--- src/rtl/step_pulse_gen_pkg.sv ---
// Shared types and default timing for the STEP/DIR pulse generator.
package step_pkg;

  typedef enum logic [1:0] {
    IDLE      = 2'd0,
    DIR_SETUP = 2'd1,
    STEP_HIGH = 2'd2,
    STEP_LOW  = 2'd3
  } step_state_e;

  localparam int CLK_HZ = 50_000_000;

  // 2 us step high time and 5 us direction setup at CLK_HZ.
  localparam int DEF_PULSE_W_CYC   = CLK_HZ / 500_000;
  localparam int DEF_DIR_SETUP_CYC = CLK_HZ / 200_000;
  localparam int DEF_MIN_PERIOD    = 200;

  function automatic int max_int(input int a, input int b);
    return (a > b) ? a : b;
  endfunction

endpackage

--- src/rtl/step_pulse_gen_if.sv ---
// Tracking-stage <-> step generator signal bundle.
// master: tracking stage (drives requests); slave: step generator.
interface step_pulse_gen_if #(
  parameter int PERIOD_W = 17,
  parameter int POS_W    = 32
);

  logic                       enable;
  logic                       dir_in;
  logic [PERIOD_W-1:0]        period_in;
  logic                       step_out;
  logic                       dir_out;
  logic                       busy;
  logic                       step_done;
  logic                       period_clamped;
  logic signed [POS_W-1:0]    position;

  modport master (
    output enable, dir_in, period_in,
    input  step_out, dir_out, busy, step_done, period_clamped, position
  );

  modport slave (
    input  enable, dir_in, period_in,
    output step_out, dir_out, busy, step_done, period_clamped, position
  );

endinterface

--- src/rtl/step_pulse_gen_timer.sv ---
// Loadable up-counter with clear/enable and a terminal-count compare.
// One instance is time-shared by the setup, high and low phases.
module step_timer #(
  parameter int CNT_W = 17
) (
  input  logic             clk,
  input  logic             rst,
  input  logic             clr_i,
  input  logic             en_i,
  input  logic             load_i,
  input  logic [CNT_W-1:0] load_val_i,
  input  logic [CNT_W-1:0] term_i,
  output logic             tc_o
);

  logic [CNT_W-1:0] cnt_q;

  // Counter register: clear wins over load, load wins over count.
  always_ff @(posedge clk or posedge rst) begin
    if (rst) begin
      cnt_q <= '0;
    end else if (clr_i) begin
      cnt_q <= '0;
    end else if (load_i) begin
      cnt_q <= load_val_i;
    end else if (en_i) begin
      cnt_q <= cnt_q + CNT_W'(1);
    end
  end

  assign tc_o = (cnt_q == term_i);

endmodule

--- src/rtl/step_pulse_gen.sv ---
// STEP/DIR waveform generator for the stepper driver, with guaranteed
// pulse width, direction setup time and a signed position count.
//
// state     | meaning
// IDLE      | no motion; launch decision evaluated every cycle
// DIR_SETUP | dir_out just changed; holding off the next rising edge
// STEP_HIGH | step_out high for PULSE_W_CYC cycles, never truncated
// STEP_LOW  | rest of the period; launch decision at counter = period-1
module step_pulse_gen
  import step_pkg::*;
#(
  parameter int PERIOD_W      = 17,
  parameter int PULSE_W_CYC   = DEF_PULSE_W_CYC,
  parameter int DIR_SETUP_CYC = DEF_DIR_SETUP_CYC,
  // Must exceed PULSE_W_CYC + 1 so STEP_LOW always has room to run.
  parameter int MIN_PERIOD    = DEF_MIN_PERIOD,
  parameter int POS_W         = 32
) (
  input  logic              clk,
  input  logic              rst,
  step_pulse_gen_if.slave   bus
);

  localparam int CNT_W = max_int(PERIOD_W, $clog2(DIR_SETUP_CYC + 1));

  step_state_e             state_q;
  logic                    step_out_q;
  logic                    dir_out_q;
  logic                    busy_q;
  logic                    step_done_q;
  logic                    period_clamped_q;
  logic signed [POS_W-1:0] position_q;
  logic [CNT_W-1:0]        period_lat_q;

  logic [CNT_W-1:0]        period_ext;
  logic [CNT_W-1:0]        period_lat_d;
  logic [CNT_W-1:0]        term;
  logic                    go_ok;
  logic                    dir_chg;
  logic                    decide_pt;
  logic                    launch_setup;
  logic                    launch_high;
  logic                    clamp_hit;
  logic                    tmr_clr;
  logic                    tmr_en;
  logic                    tmr_tc;

  // Launch decision, period clamp and timer terminal selection.
  always_comb begin
    period_ext   = CNT_W'(bus.period_in);
    go_ok        = bus.enable && (bus.period_in != '0);
    dir_chg      = (bus.dir_in != dir_out_q);
    clamp_hit    = (period_ext != '0) && (period_ext < CNT_W'(MIN_PERIOD));
    period_lat_d = clamp_hit ? CNT_W'(MIN_PERIOD) : period_ext;
    decide_pt    = (state_q == IDLE) || ((state_q == STEP_LOW) && tmr_tc);
    launch_setup = decide_pt && go_ok && dir_chg;
    // Leaving DIR_SETUP needs a live request; a stop (period 0) during
    // setup is treated like enable dropping.
    launch_high  = (decide_pt && go_ok && !dir_chg) ||
                   ((state_q == DIR_SETUP) && tmr_tc && go_ok);
    tmr_clr      = launch_setup || launch_high;
    tmr_en       = (state_q != IDLE);
    case (state_q)
      DIR_SETUP: term = CNT_W'(DIR_SETUP_CYC - 1);
      STEP_HIGH: term = CNT_W'(PULSE_W_CYC - 1);
      STEP_LOW:  term = period_lat_q - CNT_W'(1);
      default:   term = '0;
    endcase
  end

  step_timer #(
    .CNT_W (CNT_W)
  ) u_timer (
    .clk        (clk),
    .rst        (rst),
    .clr_i      (tmr_clr),
    .en_i       (tmr_en),
    .load_i     (1'b0),
    .load_val_i ('0),
    .term_i     (term),
    .tc_o       (tmr_tc)
  );

  // Sequencer state and all registered outputs.
  always_ff @(posedge clk or posedge rst) begin
    if (rst) begin
      state_q          <= IDLE;
      step_out_q       <= 1'b0;
      dir_out_q        <= 1'b0;
      busy_q           <= 1'b0;
      step_done_q      <= 1'b0;
      period_clamped_q <= 1'b0;
      position_q       <= '0;
      period_lat_q     <= '0;
    end else begin
      step_done_q      <= 1'b0;
      period_clamped_q <= 1'b0;
      if (launch_setup) begin
        state_q   <= DIR_SETUP;
        dir_out_q <= bus.dir_in;
        busy_q    <= 1'b1;
      end else if (launch_high) begin
        state_q          <= STEP_HIGH;
        step_out_q       <= 1'b1;
        busy_q           <= 1'b1;
        period_lat_q     <= period_lat_d;
        period_clamped_q <= clamp_hit;
      end else begin
        case (state_q)
          DIR_SETUP: begin
            if (!bus.enable || tmr_tc) begin
              state_q <= IDLE;
              busy_q  <= 1'b0;
            end
          end
          STEP_HIGH: begin
            if (tmr_tc) begin
              state_q     <= STEP_LOW;
              step_out_q  <= 1'b0;
              step_done_q <= 1'b1;
              position_q  <= dir_out_q ? position_q + POS_W'(1)
                                       : position_q - POS_W'(1);
            end
          end
          STEP_LOW: begin
            if (!bus.enable || tmr_tc) begin
              state_q <= IDLE;
              busy_q  <= 1'b0;
            end
          end
          default: begin
            state_q <= IDLE;
            busy_q  <= 1'b0;
          end
        endcase
      end
    end
  end

  assign bus.step_out       = step_out_q;
  assign bus.dir_out        = dir_out_q;
  assign bus.busy           = busy_q;
  assign bus.step_done      = step_done_q;
  assign bus.period_clamped = period_clamped_q;
  assign bus.position       = position_q;

endmodule

--- src/flat_wrapper.sv ---
// flat-port wrapper written by rule: the top's interface ports become plain ports
module step_pulse_gen_flat import step_pkg::*;
#(
  parameter int PERIOD_W      = 17,
  parameter int PULSE_W_CYC   = DEF_PULSE_W_CYC,
  parameter int DIR_SETUP_CYC = DEF_DIR_SETUP_CYC,
                                                                    
  parameter int MIN_PERIOD    = DEF_MIN_PERIOD,
  parameter int POS_W         = 32
)
  (clk, rst, bus_enable, bus_dir_in, bus_period_in, bus_step_out, bus_dir_out, bus_busy, bus_step_done, bus_period_clamped, bus_position);
  step_pulse_gen_if #(.PERIOD_W(PERIOD_W), .POS_W(POS_W)) bus_i ();
  input  logic clk;
  input  logic rst;
  input wire logic [$bits(bus_i.enable)-1:0] bus_enable;
  input wire logic [$bits(bus_i.dir_in)-1:0] bus_dir_in;
  input wire logic [$bits(bus_i.period_in)-1:0] bus_period_in;
  output wire logic [$bits(bus_i.step_out)-1:0] bus_step_out;
  output wire logic [$bits(bus_i.dir_out)-1:0] bus_dir_out;
  output wire logic [$bits(bus_i.busy)-1:0] bus_busy;
  output wire logic [$bits(bus_i.step_done)-1:0] bus_step_done;
  output wire logic [$bits(bus_i.period_clamped)-1:0] bus_period_clamped;
  output wire logic [$bits(bus_i.position)-1:0] bus_position;
  assign bus_i.enable = bus_enable;
  assign bus_i.dir_in = bus_dir_in;
  assign bus_i.period_in = bus_period_in;
  assign bus_step_out = bus_i.step_out;
  assign bus_dir_out = bus_i.dir_out;
  assign bus_busy = bus_i.busy;
  assign bus_step_done = bus_i.step_done;
  assign bus_period_clamped = bus_i.period_clamped;
  assign bus_position = bus_i.position;
  step_pulse_gen #(.PERIOD_W(PERIOD_W), .PULSE_W_CYC(PULSE_W_CYC), .DIR_SETUP_CYC(DIR_SETUP_CYC), .MIN_PERIOD(MIN_PERIOD), .POS_W(POS_W)) u_core (.clk(clk), .rst(rst), .bus(bus_i));
endmodule
--- config.mk ---
export PLATFORM = sky130hd
export DESIGN_NAME = step_pulse_gen_flat
export DESIGN_NICKNAME = d
export VERILOG_FILES = /design/src/rtl/step_pulse_gen_pkg.sv /design/src/rtl/step_pulse_gen_if.sv /design/src/rtl/step_pulse_gen_timer.sv /design/src/rtl/step_pulse_gen.sv /design/src/flat_wrapper.sv
export SDC_FILE = /design/constraint.sdc
export NUM_CORES = 1
export LEC_CHECK = 0
export CORE_UTILIZATION = 40
export DETAILED_ROUTE_END_ITERATION = 7
export GPL_TIMING_DRIVEN = 0
export PLACE_DENSITY_LB_ADDON = 0.2
export SYNTH_ARGS = -nofsm -noshare
export SYNTH_HDL_FRONTEND = slang
export SYNTH_SLANG_ARGS = --single-unit
--- constraint.sdc ---
create_clock -name clk -period 11.7 [get_ports clk]
set_clock_uncertainty 0.2 [all_clocks]
set_input_delay 1.17 -clock clk [delete_from_list [all_inputs] [get_ports clk]]
set_output_delay 1.17 -clock clk [all_outputs]
set_load 0.01 [all_outputs]
==> flow_metrics.py <==
metrics = {
    "drt": {
        "wl_per_cell_microns": 16.0,
        "drt_iter0_drc": 305,
        "firstDrtPassIters": 4,
        "antenna_left": 0,
        "route.detailed.drc": 0,
        "wl_mm": 13.7,
        "viasPerCell": 5.71,
        "vias": 4890,
    },
    "finish": {
        "multiInputGateArea_sq_um": 3470,
        "final_cells": 857,
        "drive_gt1_share_pct": 10.6,
        "final_nets": 730,
        "stdcell_area_sq_um": 6640,
        "antenna_cells": 0,
        "seq_area_sq_um": 1830,
        "fillers": 1304,
        "area_delta_synth_final_pct": 20.0,
    },
    "yosys": {
        "ys_seq_area_share_pct": 33.0,
        "synthDistinctLibCells": 73,
        "netlist_area_sq_um": 5530,
        "syn_avg_cell_area_sq_um": 9.11,
        "synth_top_area_share_pct": 33.0,
        "synth-main-ff-cell": "dfrtp_1",
        "yosys_warnings": 0,
        "yosys.area.top_type": "dfrtp_1",
        "synthArstFlopShare_pct": 100,
        "synthTopCellsByArea": "dfrtp_1 (33%), ha_1 (7.2%), mux2_2 (5.5%), xnor2_1 (4.9%), a21oi_1 (3.7%)",
        "synth_edf_count": 0,
        "ys_ff_latch": 73,
        "synthCells": 607,
        "synth_fp_nets": 661,
    },
    "worst_setup_path": {
        "critPathArrivalTime_ns": 4.43,
        "setup.worst_path.end_class": "register",
        "crit_type": "reg -> reg",
        "required_ns": 11.73,
        "path_max_fanout": 32,
        "cp-start-kind": "register",
    },
    "floorplan": {
        "rows": 42,
        "core_region_area_sq_um": 13300,
        "chipWidth_microns": 120,
        "design.die.area_sq_um": 14300,
        "initial_core_util_pct": 41.4,
        "pin_count": 58,
        "fp.dieH_microns": 120,
    },
    "pwr": {
        "leakage_nw": 2.90,
        "peakVddDrop_uv": 116,
        "p_per_area_nw_per_um2": 324,
    },
    "timing": {
        "drv_slew": 0,
        "tightest_slew_ns": 1.18,
        "period_needed_ns": 4.39,
        "post-route-period-util_pct": 37.6,
        "max_freq_mhz": 228,
        "setup_tns_ns": 0,
        "hold_viol": 0,
        "maxSlewHeadroom_pct": 21.2,
        "rsz0062_at_grt": "no",
        "setup_viol": 0,
        "postLayoutSetupSlackWorst_ns": 7.31,
        "holdWs_ns": 0.310,
    },
    "cts": {
        "cts_sinks": 73,
        "cts_made_buffers": 9,
        "root_buffer": "clkbuf_16",
        "clock_latency_ns": 0.35,
        "h-tree-depth": 3,
        "cts_setup_buffers": 0,
        "clkTransAtPathRegs_ns": 0.06,
        "cts.repair.resized": 0,
        "cts.path.max_buffers": 2,
        "tritoncts": "built",
        "ctsHoldBuffers": 0,
    },
    "global_routing": {
        "grt_start_max_net_pins": 39,
        "grt_pass1_wl_mm": 23.6,
        "overflow": 0,
        "grt_usage_pct": 20.6,
        "antenna_found_initial": 0,
        "grt_pass1_vias": 4972,
    },
    "placed_design": {
        "post-place-ws_ns": 7.26,
        "place.gp.congestion": 0.938,
        "port_buffers": 57,
        "dp.cells": 841,
        "place_area_sq_um": 6340,
        "hpwlAfterDp_mm": 10.2,
    },
    "job": {
        "drv_cap": 0,
    },
    "status": {
        "status": "completed",
    },
    "min_path": {
        "hold_class": "reg -> reg",
    },
}
[cells by family (layout without fill, tap and decap cells)]
kind of cell,after synthesis,count (layout),share of synthesized area (%)
buffers and inverters,50,124,4.21
multiplexers,30,30,6.04
XOR/XNOR,53,53,8.39
flip-flops,73,73,33.0
AO/OA/AOI/OAI,180,180,22.4
AND/OR/NAND/NOR,188,188,18.4
adder cells (fa/ha/maj),33,33,7.60
[path summary, 6_finish.rpt]
path	start	endpoint	slack (ns)	cells after the start
setup / recovery	u_core.bus.dir_out$_DFFE_PP0N_	u_core.bus.position[28]$_DFFE_PP0P_	7.31	11
hold / removal	u_core.bus.position[11]$_DFFE_PP0P_	u_core.bus.position[11]$_DFFE_PP0P_	0.31	2
setup reg to reg	u_core.bus.dir_out$_DFFE_PP0N_	u_core.bus.position[28]$_DFFE_PP0P_	7.31	11
hold reg to reg	u_core.bus.position[11]$_DFFE_PP0P_	u_core.bus.position[11]$_DFFE_PP0P_	0.31	2
max in group asynchronous	rst	u_core.bus.position[24]$_DFFE_PP0P_	9.71	3
min in group asynchronous	rst	u_core.period_lat_q[6]$_DFFE_PP0P_	1.01	2
[metal layers]
layer  GRT usage, %  routed length, microns  share of wire (%)
met3           4.09                     453                3.3
met4           8.52                     374                2.7
met1           24.5                    6120                 45
met5              0                       0                  0
met2           35.9                    6770                 49
[cell type report]
cell class,count,share of cell area [%]
sequential,73,27.5
clock inverter,3,0.603
timing repair buffer,58,8.90
inverter,27,1.57
buffer,23,1.98
tap,176,3.32
multi-input combinational,484,52.3
clock buffer,13,3.77
[power by group]
part	internal [mW]	leakage, nW	switching, mW
Combinational	0.651	1.80	0.779
Sequential	0.341	0.959	0.106
Clock	0.170	0.144	0.106
[cells in the final DEF, fill, tap and decap left out, drive strengths merged, types with 9 or more instances in the layout]
master | synthesis | routed
clkdlybuf4s50 | 0 | 57
a21oi | 41 | 41
nor2 | 42 | 42
o21ai | 40 | 40
inv | 25 | 25
nor3 | 13 | 13
mux2 | 27 | 27
ha | 32 | 32
a211oi | 9 | 9
nand4 | 12 | 12
a21o | 13 | 13
and3 | 9 | 9
clkbuf | 12 | 25
nand2 | 38 | 38
xor2 | 22 | 22
nand3 | 15 | 15
nor4 | 13 | 13
xnor2 | 31 | 31
dfrtp | 73 | 73
buf | 11 | 12
[cell usage after synthesis (all sizes together) (3+ instances only)]
master	number
a32oi	3
or3	8
and3	9
ha	32
nor2	42
and2	3
a211oi	9
nand2	38
mux2i	3
or4	8
o21a	7
dfrtp	73
a21o	13
buf	11
a31oi	8
a32o	7
o22ai	3
a2111oi	4
clkbuf	12
xor2	22
inv	25
nand4	12
a21oi	41
nor4	13
xnor2	31
o211ai	6
o21ai	40
mux2	27
nand3	15
o41ai	4
o21bai	8
o31ai	6
or2	7
nand2b	8
nor3	13
[registers in the layout, indices dropped and copies added (netlist names)]
register,flops
u_core.bus.position,32
u_core.period_lat_q,17
u_core.u_timer.cnt_q,17
u_core.state_q,2
u_core.bus.busy,1
u_core.bus.dir_out,1
u_core.bus.period_clamped,1
u_core.bus.step_done,1
u_core.bus.step_out,1
[metrics by stage]
step,power [mW],utilization (%)
after detailed placement,1.86,47.5
after global routing,2.36,49.7
after CTS,2.15,49.7
final,2.15,49.7
after global placement,1.83,47.4
after floorplan,1.53,-
[critical path, stage by stage (launching register included)]
cell and delay (ns):
dfrtp_1 0.47, inv_1 0.89, ha_1 0.49, a2111oi_0 0.44
o21a_1 0.19, nor3_1 0.08, a21oi_1 0.25, o21ai_0 0.20
a21oi_1 0.38, o21ai_0 0.22, xor2_1 0.18, mux2_2 0.27
Note: power is estimated with default switching activity, not from simulation.
